[src/rtl/apb_arb_pkg.sv]
// Shared types and constants for the round-robin APB master arbiter.
// Holds the sequencer state encoding and the timeout-counter width helper.
package apb_arb_pkg;

  typedef enum logic [1:0] {
    IDLE,
    SETUP,
    ACCESS,
    DONE
  } state_t;

  localparam logic [31:0] APB_ERR_DATA = 32'hdeadbeef;

  // Width of a counter that must reach TIMEOUT-1; never narrower than one bit.
  function automatic int to_w(input int timeout);
    return (timeout < 1) ? 1 : $clog2(timeout + 1);
  endfunction

endpackage

[src/rtl/apb_master_arb_rr_pick.sv]
// Combinational round-robin picker: first requester at or after last+1,
// wrapping modulo M.
module rr_pick #(
  parameter int M  = 2,
  parameter int IW = (M > 1) ? $clog2(M) : 1
) (
  input  logic [M-1:0]  req,
  input  logic [IW-1:0] last,
  output logic          valid,
  output logic [IW-1:0] idx
);

  always_comb begin
    valid = 1'b0;
    idx   = '0;
    for (int k = 1; k <= M; k++) begin
      if (!valid && req[(int'(last) + k) % M]) begin
        valid = 1'b1;
        idx   = IW'((int'(last) + k) % M);
      end
    end
  end

endmodule

[src/rtl/apb_master_arb.sv]
// Shares one APB master port among M req/ack requesters with round-robin
// arbitration and a bounded ACCESS-phase wait.
module apb_master_arb
  import apb_arb_pkg::*;
#(
  parameter int M       = 2,
  parameter int TIMEOUT = 255
) (
  input  logic          clk,
  input  logic          rstn,
  input  logic [M-1:0]    req_vec,
  input  logic [M-1:0]    req_write,
  input  logic [M*32-1:0] req_addr,
  input  logic [M*32-1:0] req_wdata,
  output logic [M-1:0]  ack_vec,
  output logic [31:0]   rsp_rdata,
  output logic          rsp_err,
  output logic          m_psel,
  output logic          m_penable,
  output logic          m_pwrite,
  output logic [31:0]   m_paddr,
  output logic [31:0]   m_pwdata,
  input  logic          m_pready,
  input  logic [31:0]   m_prdata
);

  localparam int IW   = (M > 1) ? $clog2(M) : 1;
  localparam int TO_W = to_w(TIMEOUT);

  state_t          state, state_nxt;
  logic [IW-1:0]   grant, last_grant;
  logic [TO_W-1:0] count;
  logic            pick_valid;
  logic [IW-1:0]   pick_idx;
  logic            timed_out;

  rr_pick #(.M(M), .IW(IW)) u_pick (
    .req   (req_vec),
    .last  (last_grant),
    .valid (pick_valid),
    .idx   (pick_idx)
  );

  assign timed_out = (TIMEOUT != 0) && (count == TO_W'(TIMEOUT - 1));

  // Bus controls decode straight from the state register, so an async reset
  // drops psel/penable/ack in the same instant.
  always_comb begin
    // NOTE: every output of this block gets a default first, so no path can
    // leave a value unassigned and infer a latch.
    state_nxt = state;
    m_psel    = 1'b0;
    m_penable = 1'b0;
    ack_vec   = '0;
    case (state)
      IDLE:   if (pick_valid) state_nxt = SETUP;
      SETUP: begin
        m_psel    = 1'b1;
        state_nxt = ACCESS;
      end
      ACCESS: begin
        m_psel    = 1'b1;
        m_penable = 1'b1;
        if (m_pready || timed_out) state_nxt = DONE;
      end
      DONE: begin
        ack_vec[grant] = 1'b1;
        state_nxt      = IDLE;
      end
      default: state_nxt = IDLE;
    endcase
  end

  // NOTE: sequential state uses non-blocking assignments only, so every
  // register samples pre-edge values regardless of statement order.
  always_ff @(posedge clk or negedge rstn) begin
    if (!rstn) begin
      state      <= IDLE;
      grant      <= '0;
      last_grant <= IW'(M - 1);
      count      <= '0;
      m_pwrite   <= 1'b0;
      m_paddr    <= '0;
      m_pwdata   <= '0;
      rsp_rdata  <= '0;
      rsp_err    <= 1'b0;
    end else begin
      state <= state_nxt;
      case (state)
        IDLE: begin
          if (pick_valid) begin
            grant    <= pick_idx;
            m_pwrite <= req_write[pick_idx];
            m_paddr  <= req_addr[pick_idx*32 +: 32];
            m_pwdata <= req_wdata[pick_idx*32 +: 32];
            count    <= '0;
          end
        end
        ACCESS: begin
          if (m_pready) begin
            rsp_rdata <= m_prdata;
            rsp_err   <= 1'b0;
          end else if (timed_out) begin
            rsp_rdata <= APB_ERR_DATA;
            rsp_err   <= 1'b1;
          end else begin
            count <= count + 1'b1;
          end
        end
        DONE:    last_grant <= grant;
        default: ;
      endcase
    end
  end

endmodule

[config.mk]
export PLATFORM = sky130hd
export DESIGN_NAME = apb_master_arb
export DESIGN_NICKNAME = d
export VERILOG_FILES = /design/src/rtl/apb_arb_pkg.sv /design/src/rtl/apb_master_arb_rr_pick.sv /design/src/rtl/apb_master_arb.sv
export SDC_FILE = /design/constraint.sdc
export NUM_CORES = 1
export LEC_CHECK = 0
export ABC_AREA = 1
export BUFFER_PORTS_ARGS = -buffer_cell sky130_fd_sc_hd__buf_2
export CAP_MARGIN = 20
export CELL_PAD_IN_SITES_DETAIL_PLACEMENT = 0
export CELL_PAD_IN_SITES_GLOBAL_PLACEMENT = 1
export CORE_ASPECT_RATIO = 0.9
export CORE_MARGIN = 2
export CORE_UTILIZATION = 31
export DETAILED_ROUTE_END_ITERATION = 10
export GPL_TIMING_DRIVEN = 0
export PLACE_DENSITY_LB_ADDON = 0.1
export SLEW_MARGIN = 20
export SYNTH_ARGS = -nofsm -noshare
export SYNTH_HDL_FRONTEND = slang
export SYNTH_HIERARCHICAL = 1
export SYNTH_SLANG_ARGS = --single-unit
[constraint.sdc]
create_clock -name clk -period 1.85 [get_ports clk]
set_input_delay 0.185 -clock clk [delete_from_list [all_inputs] [get_ports clk]]
set_output_delay 0.185 -clock clk [all_outputs]
set_load 0.1 [all_outputs]
==> results.yml, run 1 <==
cts:
  cts_buffers: 9
  clk_pin_slew_ps: 70
  clk_latency_ps: 350
  cts_tree: "built"
  cts.sinks: 110
  cts.path.max_buffers: 2
  cts_root_buffer: "clkbuf_16"
  cts.htree.levels: 3
placed_design:
  dp_cells: 1069
  pre_cts_slack_ps: -98.1
  place_hpwl_um: 12500
  portBuffers: 268
  gp_congestion: 0.781
global_routing:
  grt_antenna_before_repair: 2
  grt_usage: 0.194
  grt_pass1_wl_um: 25100
  grt_pass1_vias: 4959
  grt_max_degree: 57
  overflow: 0
detailed_routing:
  drt_first_iter_violations: 229
  postRouteAntennaNets: 0
  drt_wl_total_um: 16500
  wire_per_inst_um: 15.1
  route.detailed.drc: 0
  via_per_inst: 4.61
  drt_pass1_iterations: 4
  vias: 5035
die:
  die_area_um2: 16900
  num_rows: 43
  die_y_um: 124
  initial_core_util: 0.318
  core_um2: 15500
  num_io_pins: 269
  fp.dieW_um: 137
worst_setup_path:
  cp_data_arrival_time_ps: 1950
  rr_worst_depth: 9
  worstPathMaxFanout: 10
  critical_path_class: "reg2reg"
  r2r_start: "state[0]$_DFFE_PN0P_"
  end_kind: "flip-flop"
  reg2reg_to: "count[3]$_DFFE_PN0P_"
  cp_data_required_time_ps: 2080
  rrSetupSlack_ps: 120
  critPathLaunchType: "flip-flop"
cells_and_area:
  final_common_cell: "buf_2"
  area_growth_pct: 42.5
  fill_cells: 1592
  seqCellArea_um2: 2750
  drive_gt1_frac: 0.367
  final_cell_mix: "buf_2, nor2_1, a21oi_1"
  multi_input_area_um2: 1960
  stdcell_count: 1092
  fin_nets: 1056
sta:
  final.setup.tns_ps: 0
  finalSetupViolations: 0
  max_freq_mhz: 580
  drv_slew: 0
  hold_viol_final: 0
  worstMarginPinSlew_ps: 532
  fin_crit_sh: 0.932
  period_minus_slack_ps: 1730
  slew_headroom: 0.645
  timing.hold.ws_ps: 32.7
  skew_ps: 8.32
  setup_ws_ps: 125
hold_path:
  hold_depth: 3
  hold_start: "m_prdata[22]"
  min_path_type: "in2reg"
  min_to: "rsp_rdata[22]$_DFFE_PN0P_"
logic_synthesis:
  yosysSeqAreaShare: 0.558
  ys_seq_elements: 110
  syn_area_um2: 4930
  synth_warnings: 6
  synth.avg_cell_area_um2: 8.25
  synth_cell_types: 24
  synth_cells: 598
  syn-num-nets: 770
run_status:
  outcome: "finished clean"
run:
  cap_violations: 0
## cell type report
type	count	share of cell area
multi-input combinational	435	0.279
antenna	1	0.000356
inverter	17	0.00962
clock inverter	3	0.0128
tap	202	0.0360
sequential	110	0.392
timing repair buffer	275	0.204
clock buffer	13	0.0370
buffer	36	0.0292
## Yosys cell counts
master | n | share of area
nand3_2 | 2 | 0.0041
buf_6 | 3 | 0.0069
or2_1 | 1 | 0.0013
o211ai_1 | 1 | 0.0015
dfstp_2 | 1 | 0.0053
nand3_1 | 14 | 0.014
dfrtp_1 | 109 | 0.55
nand2_8 | 1 | 0.0041
buf_1 | 1 | 0.00076
nand2_2 | 2 | 0.0025
nand2_1 | 117 | 0.089
a21oi_1 | 133 | 0.13
clkbuf_1 | 18 | 0.014
clkinv_1 | 1 | 0.00076
buf_4 | 1 | 0.0015
or2_2 | 1 | 0.0013
nor2_1 | 144 | 0.11
buf_2 | 13 | 0.013
o21bai_1 | 2 | 0.0030
inv_1 | 16 | 0.012
o21ai_0 | 10 | 0.010
nor2_4 | 1 | 0.0023
o21ai_2 | 1 | 0.0018
ha_1 | 5 | 0.013
## routing by layer
layer,global-route usage,vias up,share of wire
met1,0.232,2328,0.41
met2,0.322,176,0.49
met3,0.0741,29,0.086
met5,0,-,0.00079
met4,0.0644,2,0.023
li1,-,2500,-
## per-stage QoR
| step | util | instance area, µm² |
|---|---|---|
| 6_report | 0.453 | 7030 |
| 5_1_grt | 0.453 | 7020 |
| 4_1_cts | 0.450 | 6970 |
| 3_5_place_dp | 0.424 | 6570 |
| 3_3_place_gp | 0.422 | 6540 |
| 2_1_floorplan | - | 4950 |
## sequential cells by signal, indices dropped and copies added (netlist names)
register    flops
count           8
grant           1
last_grant      1
m_paddr        32
m_pwdata       32
m_pwrite        1
rsp_err         1
rsp_rdata      32
state           2
## cell families after synthesis
kind of cell,Yosys count,share of synthesized area
AOI/OAI and AO/OA,147,0.151
adders and majority gates,5,0.0127
buffers and inverters,53,0.0490
DFF,110,0.558
and+or+nand+nor,283,0.228
## worst max-delay path: stages (launching register included)
cell and delay [ps]:
dfrtp_1 410, inv_2 90, ha_4 130, buf_4 170, clkinvlp_4 140, o21ai_4 170, nand3_2 140, buf_4 200
nand2_1 60, o21ai_0 80
## repair_timing
action	in CTS	in global routing
setup buffers	1	4
gates resized for setup	10	16
hold endpoints to repair	55	0
endpoints found under the setup margin	53	71
hold buffers	1	0
pin swaps	2	2
## worst max path at each step
stage	start	to	slack, ps	cells past startpoint
2_1_floorplan	state[0]$_DFFE_PN0P_	count[2]$_DFFE_PN0P_	50	9
4_1_cts	state[0]$_DFFE_PN0P_	count[3]$_DFFE_PN0P_	2	9
3_5_place_dp	state[0]$_DFFE_PN0P_	m_pwdata[9]$_DFFE_PN0P_	-100	8
6_report	state[0]$_DFFE_PN0P_	count[3]$_DFFE_PN0P_	120	9
3_3_place_gp	rstn	m_pwdata[23]$_DFFE_PN0P_	-840	1
5_1_grt	state[0]$_DFFE_PN0P_	rsp_rdata[6]$_DFFE_PN0P_	-4	7
Power of run 1 is left out: the tool's default activity adds up to more than one toggle a clock period on the data nets, which glitch-free logic cannot reach.
==> inputs of run 2 (changes only) <==
- BUFFER_PORTS_ARGS: -buffer_cell sky130_fd_sc_hd__buf_2 -> -buffer_cell sky130_fd_sc_hd__clkbuf_2
- CAP_MARGIN: 20 -> not set
==> results.yml, run 2 (synthesized netlist as in run 1, its figures left out) <==
global_routing:
  grt_pass1_vias: 4981
  grt_antenna_before_repair: 0
  overflow: 0
  grt_usage: 0.194
  grt_pass1_wl_um: 25000
  grt_max_degree: 60
cells_and_area:
  fin_nets: 1053
  final_common_cell: "clkbuf_2"
  seqCellArea_um2: 2750
  area_growth_pct: 40.4
  top_regs: "m_paddr x32, m_pwdata x32, rsp_rdata x32"
  stdcell_count: 1088
  diodes: 0
  final_cell_mix: "clkbuf_2, nor2_1, a21oi_1"
  multi_input_area_um2: 1960
  fill_cells: 1599
  drive_gt1_frac: 0.367
worst_setup_path:
  cp_data_required_time_ps: 1660
  reg2reg_to: "rsp_rdata[2]$_DFFE_PN0P_"
  end_kind: "primary output"
  critPathLaunchType: "flip-flop"
  worstPathMaxFanout: 4
  rr_worst_depth: 6
  critical_path_class: "reg2out"
  cp_data_arrival_time_ps: 1550
  cpPeakStageDelay_ps: 430
  rrSetupSlack_ps: 160
  crit_path_cell_trace: "ha_1, inv_1, nor2_2, clkbuf_4"
  r2r_start: "state[1]$_DFFE_PN0P_"
  critPathSlowestCell: "dfrtp_1"
detailed_routing:
  drt_pass1_iterations: 7
  route.detailed.drc: 0
  drt_wl_total_um: 16200
  vias: 5006
  wire_per_inst_um: 14.9
  drt_first_iter_violations: 237
  via_per_inst: 4.60
  postRouteAntennaNets: 0
placed_design:
  place_hpwl_um: 12400
  portBuffers: 268
  dp_cells: 1069
  gp_congestion: 0.799
sta:
  finalSetupViolations: 0
  slew_headroom: 0.600
  timing.hold.ws_ps: 25.6
  worstMarginPinSlew_ps: 603
  skew_ps: 6.03
  max_freq_mhz: 576
  fin_crit_sh: 0.939
  hold_viol_final: 0
  rsz0062_at_grt: "false"
  period_minus_slack_ps: 1740
  drv_slew: 0
run:
  cap_violations: 0
hold_path:
  min_path_type: "in2reg"
  hold_start: "m_prdata[29]"
  hold_depth: 3
  min_to: "rsp_rdata[29]$_DFFE_PN0P_"
die:
  num_io_pins: 269
  num_rows: 43
  die_area_um2: 16900
  die_y_um: 124
  core_um2: 15500
  initial_core_util: 0.318
  fp.dieW_um: 137
cts:
  cts.sinks: 110
  clk_latency_ps: 360
  cts.path.max_buffers: 2
  cts_root_buffer: "clkbuf_16"
  cts_tree: "built"
  clk_pin_slew_ps: 70
  cts_buffers: 9
  cts.htree.levels: 3
run_status:
  outcome: "finished clean"
[run 2: cell types whose count changed in the layout (fill, tap and decap cells not counted), moves of 3 or more]
cell       previous run  this run
clkbuf_1             15        12
buf_4                15         5
clkbuf_2              6       271
bufinv_16             3         0
clkbuf_4              2         8
buf_2               269         5
[run 2: worst max-delay path, delay by kind of cell (launching register included)]
kind                       cells  cell delay, ps
DFF                            1             430
buffers and inverters          2             410
and+or+nand+nor                1              80
adders and majority gates      1             260
[run 2: stage by stage]
step           utilization  TNS [ps]  setup slack (ps)  cell area (µm²)
3_3_place_gp         0.422   -125630             -1140             6540
2_1_floorplan            -         0              49.1             4950
6_report             0.447         0               113             6920
5_1_grt              0.447         0              14.4             6920
4_1_cts              0.444         0              3.18             6890
3_5_place_dp         0.424     -2270             -77.9             6580
[run 2: how the worst max path moves through the flow]
stage	startpoint	endpoint	slack, ps	cells after the start
final	state[1]$_DFFE_PN0P_	ack_vec[0]	110	4
after global routing	state[1]$_DFFE_PN0P_	rsp_rdata[6]$_DFFE_PN0P_	10	6
after CTS	state[1]$_DFFE_PN0P_	m_pwdata[26]$_DFFE_PN0P_	3	7
after detailed placement	state[0]$_DFFE_PN0P_	m_pwdata[1]$_DFFE_PN0P_	-80	8
after global placement	rstn	m_pwdata[24]$_DFFE_PN0P_	-1140	1
after floorplan	state[0]$_DFFE_PN0P_	count[2]$_DFFE_PN0P_	50	9
[run 2: final cells by class]
type,instances,share of cell area
plain buffers,36,0.0304
clock buffers,9,0.0325
clock inverters,7,0.00723
inverters,17,0.00922
multi-input cells,435,0.283
flip-flops and latches,110,0.398
well taps,202,0.0365
repair buffers,272,0.204
[run 2: timing repair]
item,CTS,global route
pin swaps,2,1
endpoints found under the setup margin,54,66
hold buffers,1,0
hold endpoints to repair,50,0
resized for setup,5,26
setup buffers,2,0
[run 2: layer usage]
metal	up-vias	track usage	share of wire
li1	2491	-	-
met1	2316	0.228	0.41
met2	176	0.326	0.48
met3	23	0.0806	0.090
met4	0	0.0580	0.021
met5	-	0	0
Power of run 2 is left out for the same reason.
